<file path="src/rtl/mmio_uart_tx_pkg.sv">
// Shared definitions for the memory-mapped UART transmitter.
//   - Register offsets relative to BASE_ADDR (data / status).
//   - Bit positions inside the status word.
//   - Transmit FSM state encoding.
//   - pack_status(): builds the 16-bit status word from its fields.
package mmio_uart_tx_pkg;

    localparam int unsigned REG_DATA       = 0;
    localparam int unsigned REG_STAT       = 1;

    localparam int unsigned STAT_FULL      = 0;
    localparam int unsigned STAT_EMPTY     = 1;
    localparam int unsigned STAT_SHIFTING  = 2;
    localparam int unsigned STAT_OVF       = 3;
    localparam int unsigned STAT_COUNT_LSB = 4;

    // Writing a 1 to this bit of the status register clears overflow.
    localparam int unsigned STAT_OVF_CLEAR = STAT_OVF;

    typedef enum logic [1:0] {
        ST_IDLE  = 2'd0,
        ST_START = 2'd1,
        ST_DATA  = 2'd2,
        ST_STOP  = 2'd3
    } tx_state_e;

    function automatic logic [15:0] pack_status(
        input logic       full,
        input logic       empty,
        input logic       shifting,
        input logic       ovf,
        input logic [2:0] count
    );
        logic [15:0] s;
        s                        = '0;
        s[STAT_FULL]             = full;
        s[STAT_EMPTY]            = empty;
        s[STAT_SHIFTING]         = shifting;
        s[STAT_OVF]              = ovf;
        s[STAT_COUNT_LSB +: 3]   = count;
        return s;
    endfunction

endpackage

</file>
<file path="src/rtl/sync_fifo4x8.sv">
// 4-entry x 8-bit synchronous FIFO with first-word-fall-through output.
// Ports:
//   clk, rst        clock, asynchronous active-high reset (empties FIFO)
//   push, din       write request and data
//   pop             read request; dout always shows the head entry
//   full, empty     occupancy flags
//   count           number of stored entries, 0..4
// A push while full is accepted only if a pop happens in the same cycle;
// otherwise it is dropped (the caller flags the overflow).
module sync_fifo4x8 (
    input  logic       clk,
    input  logic       rst,
    input  logic       push,
    input  logic [7:0] din,
    input  logic       pop,
    output logic [7:0] dout,
    output logic       full,
    output logic       empty,
    output logic [2:0] count
);

    logic [7:0] mem [4];
    logic [1:0] wr_ptr_reg;
    logic [1:0] rd_ptr_reg;
    logic [2:0] count_reg;
    logic       push_ok;
    logic       pop_ok;

    assign full    = (count_reg == 3'd4);
    assign empty   = (count_reg == 3'd0);
    assign count   = count_reg;
    assign pop_ok  = pop && !empty;
    // When full, the slot being vacated by the pop is the one written.
    assign push_ok = push && (!full || pop_ok);
    assign dout    = mem[rd_ptr_reg];

    // Storage needs no reset: pointers/count define what is valid.
    always_ff @(posedge clk) begin
        if (push_ok) begin
            mem[wr_ptr_reg] <= din;
        end
    end

    always_ff @(posedge clk or posedge rst) begin
        if (rst) begin
            wr_ptr_reg <= 2'd0;
            rd_ptr_reg <= 2'd0;
            count_reg  <= 3'd0;
        end else begin
            if (push_ok) begin
                wr_ptr_reg <= wr_ptr_reg + 2'd1;
            end
            if (pop_ok) begin
                rd_ptr_reg <= rd_ptr_reg + 2'd1;
            end
            count_reg <= count_reg + {2'b00, push_ok} - {2'b00, pop_ok};
        end
    end

endmodule

</file>
<file path="src/rtl/mmio_uart_tx.sv">
// Memory-mapped 8N1 UART transmitter on the 12-bit address / 16-bit data bus.
// Ports:
//   clk, rst    system clock, asynchronous active-high reset
//   addr_out    CPU address
//   data_out    CPU write data
//   mem_wrt     CPU write strobe
//   rd_data     combinational read data (status at BASE_ADDR+1, else 0)
//   tx          registered serial output, idle high
//   busy        frame in progress or bytes queued
// Bytes written to BASE_ADDR are queued in a 4-deep FIFO and sent LSB first.
module mmio_uart_tx
    import mmio_uart_tx_pkg::*;
#(
    parameter logic [11:0] BASE_ADDR    = 12'hC40,
    parameter int          CLKS_PER_BIT = 5208
) (
    input  logic        clk,
    input  logic        rst,
    input  logic [11:0] addr_out,
    input  logic [15:0] data_out,
    input  logic        mem_wrt,
    output logic [15:0] rd_data,
    output logic        tx,
    output logic        busy
);

    localparam int          BW        = $clog2(CLKS_PER_BIT);
    localparam logic [BW-1:0] BAUD_MAX = BW'(CLKS_PER_BIT - 1);
    localparam logic [11:0] DATA_ADDR = BASE_ADDR + 12'(REG_DATA);
    localparam logic [11:0] STAT_ADDR = BASE_ADDR + 12'(REG_STAT);

    tx_state_e     state_reg, state_next;
    logic [BW-1:0] baud_reg, baud_next;
    logic [2:0]    bit_idx_reg, bit_idx_next;
    logic [7:0]    shift_reg, shift_next;
    logic          tx_reg, tx_next;
    logic          ovf_reg;

    logic          wr_data;
    logic          wr_stat;
    logic          fifo_pop;
    logic [7:0]    fifo_dout;
    logic          fifo_full;
    logic          fifo_empty;
    logic [2:0]    fifo_count;
    logic          shifting;

    // Only bit 3 of a status write and the low byte of a data write matter.
    logic          unused_data_bits;
    assign unused_data_bits = ^{data_out[15:STAT_OVF_CLEAR+1], data_out[STAT_OVF_CLEAR-1:0]};

    assign wr_data = mem_wrt && (addr_out == DATA_ADDR);
    assign wr_stat = mem_wrt && (addr_out == STAT_ADDR);

    sync_fifo4x8 u_fifo (
        .clk   (clk),
        .rst   (rst),
        .push  (wr_data),
        .din   (data_out[7:0]),
        .pop   (fifo_pop),
        .dout  (fifo_dout),
        .full  (fifo_full),
        .empty (fifo_empty),
        .count (fifo_count)
    );

    assign shifting = (state_reg != ST_IDLE);
    assign busy     = shifting || !fifo_empty;
    assign tx       = tx_reg;

    // Sticky overflow: set when a push is dropped, cleared by software.
    always_ff @(posedge clk or posedge rst) begin
        if (rst) begin
            ovf_reg <= 1'b0;
        end else if (wr_data && fifo_full && !fifo_pop) begin
            ovf_reg <= 1'b1;
        end else if (wr_stat && data_out[STAT_OVF_CLEAR]) begin
            ovf_reg <= 1'b0;
        end
    end

    always_ff @(posedge clk or posedge rst) begin
        if (rst) begin
            state_reg   <= ST_IDLE;
            baud_reg    <= '0;
            bit_idx_reg <= 3'd0;
            shift_reg   <= 8'd0;
            tx_reg      <= 1'b1;
        end else begin
            state_reg   <= state_next;
            baud_reg    <= baud_next;
            bit_idx_reg <= bit_idx_next;
            shift_reg   <= shift_next;
            tx_reg      <= tx_next;
        end
    end

    // baud_reg counts down from BAUD_MAX; zero marks the last cycle of a bit.
    always_comb begin
        state_next   = state_reg;
        baud_next    = baud_reg;
        bit_idx_next = bit_idx_reg;
        shift_next   = shift_reg;
        fifo_pop     = 1'b0;
        case (state_reg)
            ST_IDLE: begin
                baud_next = '0;
                if (!fifo_empty) begin
                    fifo_pop   = 1'b1;
                    shift_next = fifo_dout;
                    baud_next  = BAUD_MAX;
                    state_next = ST_START;
                end
            end
            ST_START: begin
                if (baud_reg == '0) begin
                    baud_next    = BAUD_MAX;
                    bit_idx_next = 3'd0;
                    state_next   = ST_DATA;
                end else begin
                    baud_next = baud_reg - 1'b1;
                end
            end
            ST_DATA: begin
                if (baud_reg == '0) begin
                    baud_next  = BAUD_MAX;
                    shift_next = {1'b0, shift_reg[7:1]};
                    if (bit_idx_reg == 3'd7) begin
                        state_next = ST_STOP;
                    end else begin
                        bit_idx_next = bit_idx_reg + 3'd1;
                    end
                end else begin
                    baud_next = baud_reg - 1'b1;
                end
            end
            ST_STOP: begin
                if (baud_reg == '0) begin
                    state_next = ST_IDLE;
                end else begin
                    baud_next = baud_reg - 1'b1;
                end
            end
            default: begin
                state_next = ST_IDLE;
                baud_next  = '0;
            end
        endcase
    end

    // tx follows the current state one cycle later, so it is glitch-free.
    always_comb begin
        tx_next = 1'b1;
        case (state_reg)
            ST_START: tx_next = 1'b0;
            ST_DATA:  tx_next = shift_reg[0];
            default:  tx_next = 1'b1;
        endcase
    end

    always_comb begin
        rd_data = 16'h0000;
        if (addr_out == STAT_ADDR) begin
            rd_data = pack_status(fifo_full, fifo_empty, shifting, ovf_reg, fifo_count);
        end
    end

endmodule

</file>
<file path="config.mk">
export PLATFORM = sky130hd
export DESIGN_NAME = mmio_uart_tx
export DESIGN_NICKNAME = d
export VERILOG_FILES = /design/src/rtl/mmio_uart_tx_pkg.sv /design/src/rtl/sync_fifo4x8.sv /design/src/rtl/mmio_uart_tx.sv
export SDC_FILE = /design/constraint.sdc
export NUM_CORES = 1
export LEC_CHECK = 0
export CAP_MARGIN = 10
export CORE_ASPECT_RATIO = 1.25
export CORE_MARGIN = 2
export CORE_UTILIZATION = 56
export CTS_CLUSTER_SIZE = 40
export DETAILED_ROUTE_END_ITERATION = 16
export PLACE_DENSITY_LB_ADDON = 0.1
export SLEW_MARGIN = 20
export SYNTH_ARGS = -nofsm -noshare
export SYNTH_HDL_FRONTEND = slang
export SYNTH_SLANG_ARGS = --single-unit
</file>
<file path="constraint.sdc">
create_clock -name clk -period 7.1 [get_ports clk]
set_clock_uncertainty 0.1 [all_clocks]
set_input_delay 1.42 -clock clk [delete_from_list [all_inputs] [get_ports clk]]
set_output_delay 1.42 -clock clk [all_outputs]
set_load 0.1 [all_outputs]
</file>
Yosys cells after proc, flatten, opt, wreduce, memory -nomap -nowiden
Memories as Yosys holds them, arrays and structs flattened.
Index checks and enable logic that the tools add are counted.
{"block": "totals", "regBits": 35, "mem_bits_rw": 32, "input_bits": 31, "out_inout_bits": 18, "word_cells": 78, "mem_count": 1}
{"name": "u_fifo.mem", "depth": 4, "word_bits": 8, "rd": 1, "rd_ports_with_merged_regs": 0, "write_ports": 1, "line_no": "sync_fifo4x8.sv:22", "source": "logic [7:0] mem [4];"}
{"block": "op_classes", "add_sub_neg": 6, "n_eq_ne": 14, "mux": 25, "reduce_logical": 23}
{"cell": "$mux 13", "n": 3}
{"cell": "$pmux 13 s3", "n": 1}
{"cell": "$eq 12x12->1 const B", "n": 2}
{"cell": "$mux 8", "n": 2}
{"cell": "$pmux 8 s2", "n": 1}
{"cell": "$ne 2x2->1 const B", "n": 7}
{"cell": "$logic_not 13->1", "n": 1}
{"cell": "$sub 13x1->13 const B", "n": 1}
{"cell": "$mux 2", "n": 5}
{"cell": "$mux 3", "n": 3}
{"cell": "$pmux 2 s4", "n": 1}
{"cell": "$reduce_bool 2->1", "n": 4}
{"cell": "$logic_and 1x1->1", "n": 7}
{"cell": "$mux 7", "n": 1}
{"cell": "$eq 3x3->1 const B", "n": 2}
{"cell": "$mux 1", "n": 6}
{"cell": "$pmux 3 s2", "n": 1}
{"cell": "$reduce_and 5->1", "n": 1}
{"cell": "$add 2x1->2 const B", "n": 2}
{"cell": "$eq 2x2->1 const B", "n": 2}
{"cell": "$reduce_and 4->1", "n": 1}
{"cell": "$add 3x1->3", "n": 1}
{"cell": "$add 3x1->3 const B", "n": 1}
{"cell": "$logic_not 1->1", "n": 3}
{"cell": "other kinds (8)", "n": 9}

Logic depth before layout (Yosys ltp)
Gate-level depths: netlist of run 1.
{"block": "depth", "ltp_word": 8, "depth_mapped": 12, "ltp_nobuf": 11}

By module
A second synthesis of run 1 with hierarchy kept.
{"block": "unflattened", "cells_unflattened": 282, "hier_area_um2": 3437.0}
{"mod": "mmio_uart_tx", "n_inst": 1, "cells_per_inst": 204, "area_each_um2": 1855.5, "seq_area_each_um2": 701.9}
{"mod": "sync_fifo4x8", "n_inst": 1, "cells_per_inst": 78, "area_each_um2": 1581.5, "seq_area_each_um2": 1136.1}

Least setup slack after synthesis of run 1
OpenSTA, ideal clock, no wires.
{"block": "synth_timing", "path_kind": "input to output", "from": "input port addr_out[1]", "to": "output port rd_data[0]", "arrival_ns": 4.879, "required_time_ns": 5.580, "path_slack_ns": 0.701, "path_stages": 4, "path_buffers": 0, "cell_sequence": "nor4_1 -> and4_1 -> nand2_1 -> nor4_1"}
{"block": "synth_between", "elab_chain_cells": 2}
{"element": "start, declared", "line_no": "mmio_uart_tx.sv:19", "source": "input logic [11:0] addr_out,"}
{"element": "$eq 12x12->1", "line_no": "mmio_uart_tx.sv:163", "source": "if (addr_out == STAT_ADDR) begin"}
{"element": "$mux 7", "line_no": "mmio_uart_tx.sv:163"}
{"element": "end, declared", "line_no": "mmio_uart_tx.sv:22", "source": "output logic [15:0] rd_data,"}
No other way between the ends.

Worst setup path after layout of run 1
{"block": "layout_timing", "from": "input port addr_out[6]", "to": "output port rd_data[0]"}
The elaborated chain is that of the path after synthesis.

==> results of run 1 <==
## routing by layer
layer	share of wire	wire [µm]	track usage	up-vias
li1	-	-	-	1000
met1	0.44	2420	0.244	989
met2	0.52	2860	0.327	29
met3	0.025	140	0.0346	9
met4	0.022	121	0.111	0
met5	0	0	0	-
## cells by family (layout without fill, tap and decap cells)
group / Yosys count / after routing / synth area share
xor gates and xnor gates: 13 / 13 / 0.0347
adders and majority gates: 15 / 15 / 0.0594
muxes: 12 / 12 / 0.0693
buffers and inverters: 36 / 67 / 0.0537
DFF: 67 / 67 / 0.559
other: 1 / 9 / 0.00114
and+or+nand+nor: 74 / 74 / 0.131
AOI/OAI and AO/OA: 40 / 40 / 0.0918
## power groups by stage
stage               clock network (µW)  registers, µW  logic [µW]
CTS                                335            595         609
global placement                     0            601         590
floorplan                            0            575         510
detailed placement                   0            602         607
finish                             328            592         600
global route                       351            608         666
## critical path, cell delays in order
cell and delay (ns):
clkdlybuf4s50_1 0.46, nor4bb_1 0.26, and4_1 0.33, nand2_1 0.14
nor4_1 0.20, clkdlybuf4s50_1 1.19
## through the flow
step	setup slack [ns]	area, µm²	hold WS, ns
3_3_place_gp	1.59	3610	0.409
6_report	1.58	3820	0.427
5_1_grt	1.46	3820	0.450
3_5_place_dp	1.58	3610	0.414
2_1_floorplan	0.701	3320	0.382
4_1_cts	1.56	3820	0.431
## placed cells by master, fill, tap and decap left out, types with 5 or more instances in the layout
cell type        netlist  final
a21oi_1                9      9
and2_1                 5      5
clkbuf_8               0      9
clkdlybuf4s50_1        0     31
conb_1                 1      9
dfrtp_1               34     34
edfxtp_1              32     32
ha_1                  14     14
inv_1                 19     19
mux4_2                 8      8
nand2_1                7      7
nor2_1                19     19
nor3_1                 6      6
o21ai_0                8      8
o221a_2                8      8
or3_1                  8      8
xnor2_1                8      8
xor2_1                 5      5
## final timing paths
check	startpoint	to	slack, ns	depth (start not counted)
worst max-delay path	addr_out[6]	rd_data[0]	1.58	6
worst min-delay path	bit_idx_reg[2]	bit_idx_reg[2]	0.43	1
worst max register to register	u_fifo.count[1]	u_fifo.count[2]	4.27	10
worst min register to register	bit_idx_reg[2]	bit_idx_reg[2]	0.43	1
max in group asynchronous	rst	tx	5.18	3
min in group asynchronous	rst	u_fifo.wr_ptr_reg[0]	1.37	3
## final cells by class
class | instances | area [µm²]
multi-input cells | 163 | 1300
inverters | 19 | 71.3
clock inverters | 7 | 83.8
well taps | 66 | 82.6
clock buffers | 9 | 124
repair buffers | 32 | 318
flip-flops and latches | 67 | 1840
fillers | 443 | 1920
==> results.sh, run 1 <==
export IMPL_slew_headroom=0.342
export IMPL_arrival_ns=4.00
export IMPL_dp_cells=347
export IMPL_synth_edf_count=32
export IMPL_fin_setup_tns_ns=0
export IMPL_initialDrtViolationCount=129
export IMPL_num_vias=2027
export IMPL_die_area_um2=6500
export IMPL_antenna_left=0
export IMPL_core_rowCount=31
export IMPL_wl_per_cell_um=15.3
export IMPL_synth_top_cells_by_area="edfxtp_1, dfrtp_1, mux4_2"
export IMPL_finalCritPeriodShare=0.777
export IMPL_largest_reg_flops=32
export IMPL_layout_drive_gt1_share=0.145
export IMPL_gp_congestion=0.789
export IMPL_cts_tree="yes"
export IMPL_grt_pass1_wl_um=9470
export IMPL_seqPwrFrac=0.389
export IMPL_avgViaCountPerCell=5.58
export IMPL_p_switching_uw=579
export IMPL_synth_area_leader_cell="edfxtp_1"
export IMPL_worst_setup_path_end_kind="output port"
export IMPL_drtPass1Iterations=5
export IMPL_p_int_uw=941
export IMPL_cts_resized_gates=0
export IMPL_synth_common_cells="dfrtp_1, edfxtp_1, inv_1, nor2_1, ha_1"
export IMPL_syn_avg_cell_area_um2=12.7
export IMPL_start_util=0.572
export IMPL_drt_total_wl_um=5550
export IMPL_path_clk_slew_ns=0.08
export IMPL_port_buffer_count=31
export IMPL_grt_remaining_overflow=0
export IMPL_grt_max_degree=36
export IMPL_htreeDepth=3
export IMPL_power_leakage_uw=0.00150
export IMPL_grt_antenna_before_repair=0
export IMPL_cp_required_ns=5.58
export IMPL_outcome="finished clean"
export IMPL_synth_top_cell_area_share=0.292
export IMPL_p_comb_frac=0.395
export IMPL_die_w_um=72.5
export IMPL_seq_area_frac_synth=0.559
export IMPL_clock_fmax_mhz=181
export IMPL_power_density_nw_per_um2=398
export IMPL_swShare=0.381
export IMPL_synth_flop_cell="dfrtp_1"
export IMPL_syn_inst=258
export IMPL_die_y_um=89.6
export IMPL_slew_viol_final=0
export IMPL_path_class="input port to output port"
export IMPL_core_area_um2=5740
export IMPL_ys_warn_count=0
export IMPL_numCtsBuffers=9
export IMPL_fin_cells=363
export IMPL_nets=338
export IMPL_setup_violations_final=0
export IMPL_fin_util=0.665
export IMPL_n_antenna_cell=0
export IMPL_period_needed_ns=5.52
export IMPL_cts_sinks=67
export IMPL_post_dp_hpwl_um=4010
export IMPL_worst_path_max_fanout=6
export IMPL_hold_buffers=0
export IMPL_hp_class="flip-flop to flip-flop"
export IMPL_num_io_pins=49
export IMPL_cap_viol_max_count=0
export IMPL_cts_setup_buffers=0
export IMPL_pwr_share_clk=0.216
export IMPL_grt_setup_unrepaired="false"
export IMPL_worst_pin_slew_ns=0.984
export IMPL_synth_area_um2=3290
export IMPL_final_hold_viol_count=0
export IMPL_insertion_delay_ns=0.35
export IMPL_grt_pass1_vias=2009
export IMPL_cp_start_kind="input port"
export IMPL_grt_use_total=0.196
export IMPL_synth_cell_types=52
export IMPL_cts_root_buffer="clkbuf_8"
export IMPL_finalPower_uw=1520
export IMPL_ctsLongestPathBuffers=2
export IMPL_irDropWorstVdd_uv=198
export IMPL_drc=0
export IMPL_async_flop_share=0.522
export IMPL_synth_most_common_cell="dfrtp_1"
export IMPL_yosys_register_bits=67
export IMPL_syn2layout_area_growth_pct=16.2
Note: power is estimated with default switching activity, not from simulation.
==> inputs of run 2 (changes only) <==
--- a/config.mk
+++ b/config.mk
@@ -8,7 +8,7 @@
 export CAP_MARGIN = 10
 export CORE_ASPECT_RATIO = 1.25
 export CORE_MARGIN = 2
-export CORE_UTILIZATION = 56
+export CORE_UTILIZATION = 54
 export CTS_CLUSTER_SIZE = 40
 export DETAILED_ROUTE_END_ITERATION = 16
 export PLACE_DENSITY_LB_ADDON = 0.1
==> constraint.sdc (replaced) <==
create_clock -name clk -period 5.6 [get_ports clk]
set_clock_uncertainty 0.1 [all_clocks]
set_input_delay 1.12 -clock clk [delete_from_list [all_inputs] [get_ports clk]]
set_output_delay 1.12 -clock clk [all_outputs]
set_load 0.1 [all_outputs]
==> run 2 against run 1 <==
Combinational power grew 28%. Count of clock-buffer cells in the layout is the same. Die area is 3.5% higher. Setup slack improved by 0.017 ns. Sequential share of layout area shrank 0.079 points. Global-route usage shrank 0.98 points. Cell area increased by 0.16%. Critical endpoint is now busy.
==> results.sh, run 2 (same netlist as run 1, synthesis figures left out) <==
export IMPL_path_buf_inv=2
export IMPL_crit_family="buffers and inverters"
export IMPL_slew_viol_final=0
export IMPL_cap_viol_max_count=0
export IMPL_ctsLongestPathBuffers=2
export IMPL_layout_drive_gt1_share=0.172
export IMPL_stdcell_area_um2=3820
export IMPL_die_area_um2=6730
export IMPL_die_y_um=91.2
export IMPL_avgViaCountPerCell=5.47
export IMPL_crit_chain="inv_1, ha_1, or4b_1, clkdlybuf4s50_1"
export IMPL_grt_use_total=0.186
export IMPL_hp_class="flip-flop to flip-flop"
export IMPL_port_buffer_count=31
export IMPL_core_area_um2=5860
export IMPL_grt_antenna_before_repair=0
export IMPL_fin_cells=379
export IMPL_arrival_ns=2.78
export IMPL_numCtsBuffers=9
export IMPL_n_antenna_cell=0
export IMPL_grt_setup_unrepaired="false"
export IMPL_htreeDepth=3
export IMPL_worst_pin_slew_ns=0.964
export IMPL_grt_pass1_vias=1996
export IMPL_irDropWorstVdd_uv=303
export IMPL_largest_reg_flops=32
export IMPL_num_vias=2074
export IMPL_power_density_nw_per_um2=505
export IMPL_wl_per_cell_um=14.9
export IMPL_drtPass1Iterations=4
export IMPL_core_rowCount=31
export IMPL_slowest_delay_ns=1.03
export IMPL_worst_path_max_fanout=5
export IMPL_fin_util=0.653
export IMPL_initialDrtViolationCount=91
export IMPL_cp_start_kind="flip-flop"
export IMPL_final_common_cell="dfrtp_1"
export IMPL_slew_headroom=0.355
export IMPL_cts_tree="yes"
export IMPL_place_area_um2=3620
export IMPL_final_hold_viol_count=0
export IMPL_power_leakage_uw=0.00151
export IMPL_fin_setup_tns_ns=0
export IMPL_insertion_delay_ns=0.33
export IMPL_post_dp_hpwl_um=4100
export IMPL_grt_max_degree=36
export IMPL_clock_fmax_mhz=250
export IMPL_dp_cells=363
export IMPL_most_common_layout_cells="dfrtp_1, edfxtp_1, clkdlybuf4s50_1, nor2_1, inv_1"
export IMPL_finalCritPeriodShare=0.714
export IMPL_die_w_um=73.8
export IMPL_num_io_pins=49
export IMPL_cts_resized_gates=0
export IMPL_setup_violations_final=0
export IMPL_grt_pass1_wl_um=9560
export IMPL_worst_path_max_delay_cell="clkdlybuf4s50_1"
export IMPL_nets=338
export IMPL_drc=0
export IMPL_cp_required_ns=4.38
export IMPL_outcome="finished clean"
export IMPL_syn2layout_area_growth_pct=16.4
export IMPL_grt_remaining_overflow=0
export IMPL_path_class="flip-flop to output port"
export IMPL_cts_root_buffer="clkbuf_8"
export IMPL_cts_setup_buffers=0
export IMPL_drt_total_wl_um=5630
export IMPL_finalPower_uw=1930
export IMPL_gp_congestion=0.801
export IMPL_hold_buffers=0
export IMPL_cts_sinks=67
export IMPL_start_util=0.561
export IMPL_worst_setup_path_end_kind="output port"
export IMPL_antenna_left=0
export IMPL_path_clk_slew_ns=0.08
export IMPL_period_needed_ns=4.00
-- run 2: cell type report --
type / instances / area [µm²]
repair buffers: 32 / 300
inverters: 19 / 71.3
clock buffers: 9 / 124
well taps: 82 / 103
clock inverters: 7 / 81.3
fillers: 480 / 2030
flip-flops and latches: 67 / 1840
multi-input cells: 163 / 1310
-- run 2: routing by layer --
| layer | track usage | wire length [µm] |
|---|---|---|
| met1 | 0.225 | 2320 |
| met2 | 0.318 | 3100 |
| met3 | 0.0511 | 150 |
| met4 | 0.0591 | 62 |
| met5 | 0 | 0 |
-- run 2: where the power goes --
part           internal (µW)  switching [µW]  leakage (µW)
Combinational            356             413      0.000703
Clock                    213             199      0.000101
Sequential               624             126      0.000711
Total                   1190             738       0.00151
-- run 2: metrics by stage --
step	setup WS, ns	hold WS, ns
after floorplan	0.982	0.382
after CTS	1.57	0.428
after detailed placement	1.60	0.405
after global placement	1.60	0.406
final	1.60	0.427
after global routing	1.49	0.439
-- run 2: final timing paths --
check,from,end,slack (ns),cells after the start
max in group asynchronous,rst,tx,3.95,3
min,bit_idx_reg[1],bit_idx_reg[1],0.43,1
max,state_reg[1],busy,1.60,4
min reg2reg,bit_idx_reg[1],bit_idx_reg[1],0.43,1
min in group asynchronous,rst,u_fifo.wr_ptr_reg[0],1.09,3
max reg2reg,u_fifo.count[1],u_fifo.count[2],2.72,10
